[src/rtl/vga_timing_gen.sv]
// VGA raster timing generator: pixel/line counters advanced by a pixel-rate
// clock enable, with registered sync, active-video, coordinates and start pulses.
module vga_timing_gen #(
  parameter int H_ACTIVE = 640,
  parameter int H_FP     = 16,
  parameter int H_SYNC   = 96,
  parameter int H_BP     = 48,
  parameter int V_ACTIVE = 480,
  parameter int V_FP     = 10,
  parameter int V_SYNC   = 2,
  parameter int V_BP     = 33,
  parameter bit SYNC_POL = 1'b0,
  parameter int CNT_W    = 10
) (
  input  logic             clk,
  input  logic             rst_n,
  input  logic             pix_ce,
  output logic             hsync,
  output logic             vsync,
  output logic             active,
  output logic [CNT_W-1:0] x,
  output logic [CNT_W-1:0] y,
  output logic             line_start,
  output logic             frame_start
);

  localparam int H_TOTAL = H_ACTIVE + H_FP + H_SYNC + H_BP;
  localparam int V_TOTAL = V_ACTIVE + V_FP + V_SYNC + V_BP;

  localparam logic [CNT_W-1:0] H_LAST   = CNT_W'(H_TOTAL - 1);
  localparam logic [CNT_W-1:0] V_LAST   = CNT_W'(V_TOTAL - 1);
  localparam logic [CNT_W-1:0] H_VIS    = CNT_W'(H_ACTIVE);
  localparam logic [CNT_W-1:0] V_VIS    = CNT_W'(V_ACTIVE);
  localparam logic [CNT_W-1:0] HS_FIRST = CNT_W'(H_ACTIVE + H_FP);
  localparam logic [CNT_W-1:0] HS_LAST  = CNT_W'(H_ACTIVE + H_FP + H_SYNC - 1);
  localparam logic [CNT_W-1:0] VS_FIRST = CNT_W'(V_ACTIVE + V_FP);
  localparam logic [CNT_W-1:0] VS_LAST  = CNT_W'(V_ACTIVE + V_FP + V_SYNC - 1);

  logic [CNT_W-1:0] h;
  logic [CNT_W-1:0] v;
  logic [CNT_W-1:0] h_nxt;
  logic [CNT_W-1:0] v_nxt;
  logic             h_wrap;
  logic             v_wrap;
  logic             hs_nxt;
  logic             vs_nxt;
  logic             act_nxt;

  // Next raster position; all outputs are decoded from it so they line up with x/y.
  always_comb begin
    h_wrap = (h == H_LAST);
    v_wrap = (v == V_LAST);
    h_nxt  = h_wrap ? '0 : h + 1'b1;
    v_nxt  = v;
    if (h_wrap) begin
      v_nxt = v_wrap ? '0 : v + 1'b1;
    end
    act_nxt = (h_nxt < H_VIS) && (v_nxt < V_VIS);
    hs_nxt  = ((h_nxt >= HS_FIRST) && (h_nxt <= HS_LAST)) ? SYNC_POL : ~SYNC_POL;
    vs_nxt  = ((v_nxt >= VS_FIRST) && (v_nxt <= VS_LAST)) ? SYNC_POL : ~SYNC_POL;
  end

  // Counters preload to the last position so the first enabled tick lands on (0,0)
  // and produces the frame_start pulse.
  always_ff @(posedge clk) begin
    if (!rst_n) begin
      h           <= H_LAST;
      v           <= V_LAST;
      x           <= '0;
      y           <= '0;
      active      <= 1'b0;
      hsync       <= ~SYNC_POL;
      vsync       <= ~SYNC_POL;
      line_start  <= 1'b0;
      frame_start <= 1'b0;
    end else begin
      line_start  <= pix_ce && h_wrap;
      frame_start <= pix_ce && h_wrap && v_wrap;
      if (pix_ce) begin
        h      <= h_nxt;
        v      <= v_nxt;
        x      <= h_nxt;
        y      <= v_nxt;
        active <= act_nxt;
        hsync  <= hs_nxt;
        vsync  <= vs_nxt;
      end
    end
  end

endmodule

[config.mk]
export PLATFORM = sky130hd
export DESIGN_NAME = vga_timing_gen
export DESIGN_NICKNAME = d
export VERILOG_FILES = /design/src/rtl/vga_timing_gen.sv
export SDC_FILE = /design/constraint.sdc
export NUM_CORES = 1
export LEC_CHECK = 0
export ABC_AREA = 1
export CORE_MARGIN = 2
export CORE_UTILIZATION = 45
export CTS_CLUSTER_DIAMETER = 60
export CTS_CLUSTER_SIZE = 16
export DETAILED_ROUTE_END_ITERATION = 10
export HOLD_SLACK_MARGIN = 0.06
export PLACE_DENSITY = 0.7
export SLEW_MARGIN = 10
export SYNTH_ARGS = -nofsm -noshare
export SYNTH_HDL_FRONTEND = slang
export SYNTH_SLANG_ARGS = --single-unit
[constraint.sdc]
create_clock -name clk -period 1.7 [get_ports clk]
set_input_delay 0.51 -clock clk [delete_from_list [all_inputs] [get_ports clk]]
set_output_delay 0.51 -clock clk [all_outputs]
set_load 0.05 [all_outputs]
==> results.txt <==
The detailed-route wire length came out at ~5400 um. In the routed design, unresolved DRC markers number 0. The first global-routing pass estimated 8890 um of wire.

The count of input and output buffers is 27. The later pin in the worst-skew pair is clocked with a latency of 0.29 ns. The count of fill cells added during filler insertion came out at ~340. The register-to-register setup slack came out at 0.02 ns. The clock net in this run drives a total of 35 sinks. The proportion of netlist area held by the largest area contributor came out at roughly a third. The fraction of registers with async set/reset is 0%. The H-tree level count came out at 2.

The final-layout setup total negative slack is 0 ns. Once detail routing completed, the nets flagged for antenna violations numbered 0. The worst hold path belongs to the class reg -> reg.

The routed design uses between 2000 and 3000 um of met2 wire. The share of cells above drive strength 1 came out at roughly 28%. The synthesized netlist contains 32 unique library cells.

The net count of the mapped netlist came out at between 300 and 400. The clock-pin slew reported for the worst setup and hold paths after clock tree synthesis came out at 0.07 ns. The core region is approximately 0.0043 mm2. Entering global routing, the biggest net connects 24 pins.

The run finished with clean final reports. The maximum fanout along the worst path is 7. The leakage component of the power is 1.45 nW.

The count of inserted antenna diode cells came out at 0. The worst supply voltage drop on vdd is ~0.72 mV. The post-synthesis to final-layout area growth is 49.8%. Setup repair after global routing could not meet its margin everywhere. The final hold slack is 0.504 ns. The global placer's final weighted congestion came out at between 0.8 and 0.9.

The worst hold path was traced through 2 stages. The total power came out at 2.51 mW. The hold-fix buffer count after cts is 0. For this run, the register share of the synthesized area comes to 35.2%. The number of standard-cell rows in the floorplan came out at 24. The starting density of the core is 46.4%. For this run, the total global-route usage over all layers was measured as around 22%. The top routing layer in use is met4. Wire segments on met3 add up to 292 um in the final route.

The total standard cell area after synthesis is about 0.002 mm2. The full die area is 0.00497 mm2. The total global routing overflow came out at 0.

The worst setup path is captured at a register. In this run, CTS created clock tree buffers numbering 5. After detailed routing, the number of vias per cell comes to roughly 5.2. In this run the critical register-to-register path is launched from h[0]. The net total in the final layout is approximately 360. The number of antenna violations at the first check in global routing is 0. The estimated wirelength of the detail-placed design is approximately 4000 um.

The number of cells on the worst reg-to-reg path is 12. Summed over all instances, the cell type with the most area after synthesis is sky130_fd_sc_hd__dfxtp_1. The fmax came out at 597 MHz. In this run, synthesis inferred 0 flip-flops with an integrated enable. The routed length on met1 is around 2300 um. The relative slew slack came out at between 80% and 90%. In this run the critical register-to-register path is captured at active. The number of global-route vias before repair came out at 1970. The clock passes through at most 2 buffers.

The number of max-cap violations came out at 0. For this block, the initial DRC count from the detailed router was slightly below 200. The worst setup path is of the reg -> reg kind. The post-synthesis register bit count came out at 35.

The detail-routed net length per standard cell is 13.2 um. The final hold violation count was 0. The synthesis warning total came out at 0. For this design the top-level I/O count stands at 28. In the synthesized netlist the dominant register cell turns out to be sky130_fd_sc_hd__dfxtp_1. The number of optimization iterations in the first detailed-route pass is 4. The root buffer cell is sky130_fd_sc_hd__clkbuf_8. The area after detailed placement came out at 0.00278 mm2.

Data on the critical path is required at its endpoint by 1.92 ns. The horizontal die dimension is about 71 um. After layout, the worst path uses between 90% and 100% of the clock period.

The final period demand of the worst path is around 1.7 ns. The total power density per cell area is approximately 840 mW/mm2. The category of the worst setup path launch point is a register. The detailed-route via count came out at approximately 2100. The cell count after synthesis came out at 300.

The TritonCTS clock tree is done. The capturing instance or port of the critical path is active. Yosys attributes the largest share of cell area to sky130_fd_sc_hd__dfxtp_1 35%, sky130_fd_sc_hd__nand2_1 17%, sky130_fd_sc_hd__inv_1 6.6%, sky130_fd_sc_hd__nand3_1 6.0%, sky130_fd_sc_hd__a21oi_1 5.0%. The number of failing setup endpoints in the final timing report is 0. The height of the die is between 70 and 80 um.

The most critical setup path has its startpoint at h[0]. The data arrival time of the critical path is 1.90 ns. Among all cell types in the netlist, the one instantiated most often is sky130_fd_sc_hd__nand2_1. In this run the mean area of a mapped cell was 6.64 um2. The commonest cells after synthesis are 88 x sky130_fd_sc_hd__nand2_1, 35 x sky130_fd_sc_hd__dfxtp_1, 35 x sky130_fd_sc_hd__inv_1. The final setup skew came out at about 0.006 ns. The transition time at the pin with the least slew margin came out at around 0.29 ns. The number of pins with negative max-slew slack in the final report is 0. The final instance area is about 0.003 mm2.
-- registers in the layout (all words and copies together), names as in the netlist --
register	count
v	3
vsync	1
h	7
hsync	1
frame_start	1
y	10
line_start	1
x	10
active	1
-- where the power goes --
group	switching [mW]	internal (mW)
combinational	0.516	0.424
sequential	0.0744	0.887
clock	0.293	0.318
-- worst max-delay path, cell delays in order, from the launching register on --
cell and delay [ns]:
sky130_fd_sc_hd__dfxtp_2 0.37, sky130_fd_sc_hd__ha_4 0.16, sky130_fd_sc_hd__nand2_4 0.06, sky130_fd_sc_hd__nor2_4 0.12, sky130_fd_sc_hd__inv_4 0.06, sky130_fd_sc_hd__nor2_8 0.13, sky130_fd_sc_hd__clkinv_4 0.10, sky130_fd_sc_hd__buf_12 0.14
sky130_fd_sc_hd__nand2_4 0.05, sky130_fd_sc_hd__nand2_4 0.06, sky130_fd_sc_hd__nor2_4 0.12, sky130_fd_sc_hd__nand3_2 0.10, sky130_fd_sc_hd__a21oi_2 0.15
-- worst min-delay path by stage --
stage | from | endpoint | slack (ns)
after floorplan | h[4] | h[4] | 0.46
final | y[2] | y[2] | 0.50
after global placement | h[4] | h[4] | 0.48
after CTS | y[2] | y[2] | 0.50
after detailed placement | h[4] | h[4] | 0.49
after global routing | y[2] | y[2] | 0.52
-- kinds of logic after synthesis --
kind of cell	share of synthesized area, %
buffers and inverters	14.3
flip-flops	35.2
adder cells (fa/ha/maj)	2.51
XOR/XNOR	0.880
AO/OA/AOI/OAI	13.8
AND/OR/NAND/NOR	33.3
-- cell type report --
type                       count  area, um2  share of cell area [%]
multi-input combinational    205       1080                    36.3
timing repair buffer          70        893                    29.9
sequential                    35        704                    23.6
inverter                      38        150                    5.03
clock buffer                   6       82.6                    2.77
tap                           52       65.1                    2.18
clock inverter                 1       5.00                   0.168
-- layer usage --
metal	up-vias	track usage, %
li1	1071	-
met4	0	9.40
met5	-	0
met3	11	4.33
met1	983	28.5
met2	63	37.1
-- layout by cell type (no fill, tap or decap), types with 2 or more instances in the layout --
cell type and n:
sky130_fd_sc_hd__nand2_1 85, sky130_fd_sc_hd__buf_4 39, sky130_fd_sc_hd__inv_1 34, sky130_fd_sc_hd__dfxtp_1 32, sky130_fd_sc_hd__buf_12 29, sky130_fd_sc_hd__nand3_1 22
sky130_fd_sc_hd__nor2_1 20, sky130_fd_sc_hd__a21oi_1 19, sky130_fd_sc_hd__o211ai_1 9, sky130_fd_sc_hd__nand4_1 6, sky130_fd_sc_hd__o21ai_0 6, sky130_fd_sc_hd__clkbuf_8 6
sky130_fd_sc_hd__nor2_2 4, sky130_fd_sc_hd__nand2_4 3, sky130_fd_sc_hd__nor3_1 3, sky130_fd_sc_hd__ha_1 3, sky130_fd_sc_hd__dfxtp_2 3, sky130_fd_sc_hd__nor2_4 2
sky130_fd_sc_hd__xor2_1 2, sky130_fd_sc_hd__or2_2 2, sky130_fd_sc_hd__a21oi_2 2, sky130_fd_sc_hd__nand3_2 2, sky130_fd_sc_hd__a211oi_1 2, sky130_fd_sc_hd__o21bai_1 2
sky130_fd_sc_hd__o21ai_1 2, sky130_fd_sc_hd__clkdlybuf4s50_1 2
-- metrics by stage --
step	utilization (%)	setup slack [ns]	cells
after floorplan	-	0.000201	300
after global placement	64.6	-0.00612	397
after detailed placement	64.6	-0.124	397
after CTS	68.1	0.00871	406
after global routing	69.5	-0.0887	407
final	69.5	0.0237	407
-- repair_timing --
| item | CTS | global route |
|---|---|---|
| pin swaps | 4 | 2 |
| setup buffers | 2 | 1 |
| gates resized for setup | 10 | 16 |
| setup endpoints to repair | 7 | 9 |
No activity file was read; power rests on OpenSTA's default activity.
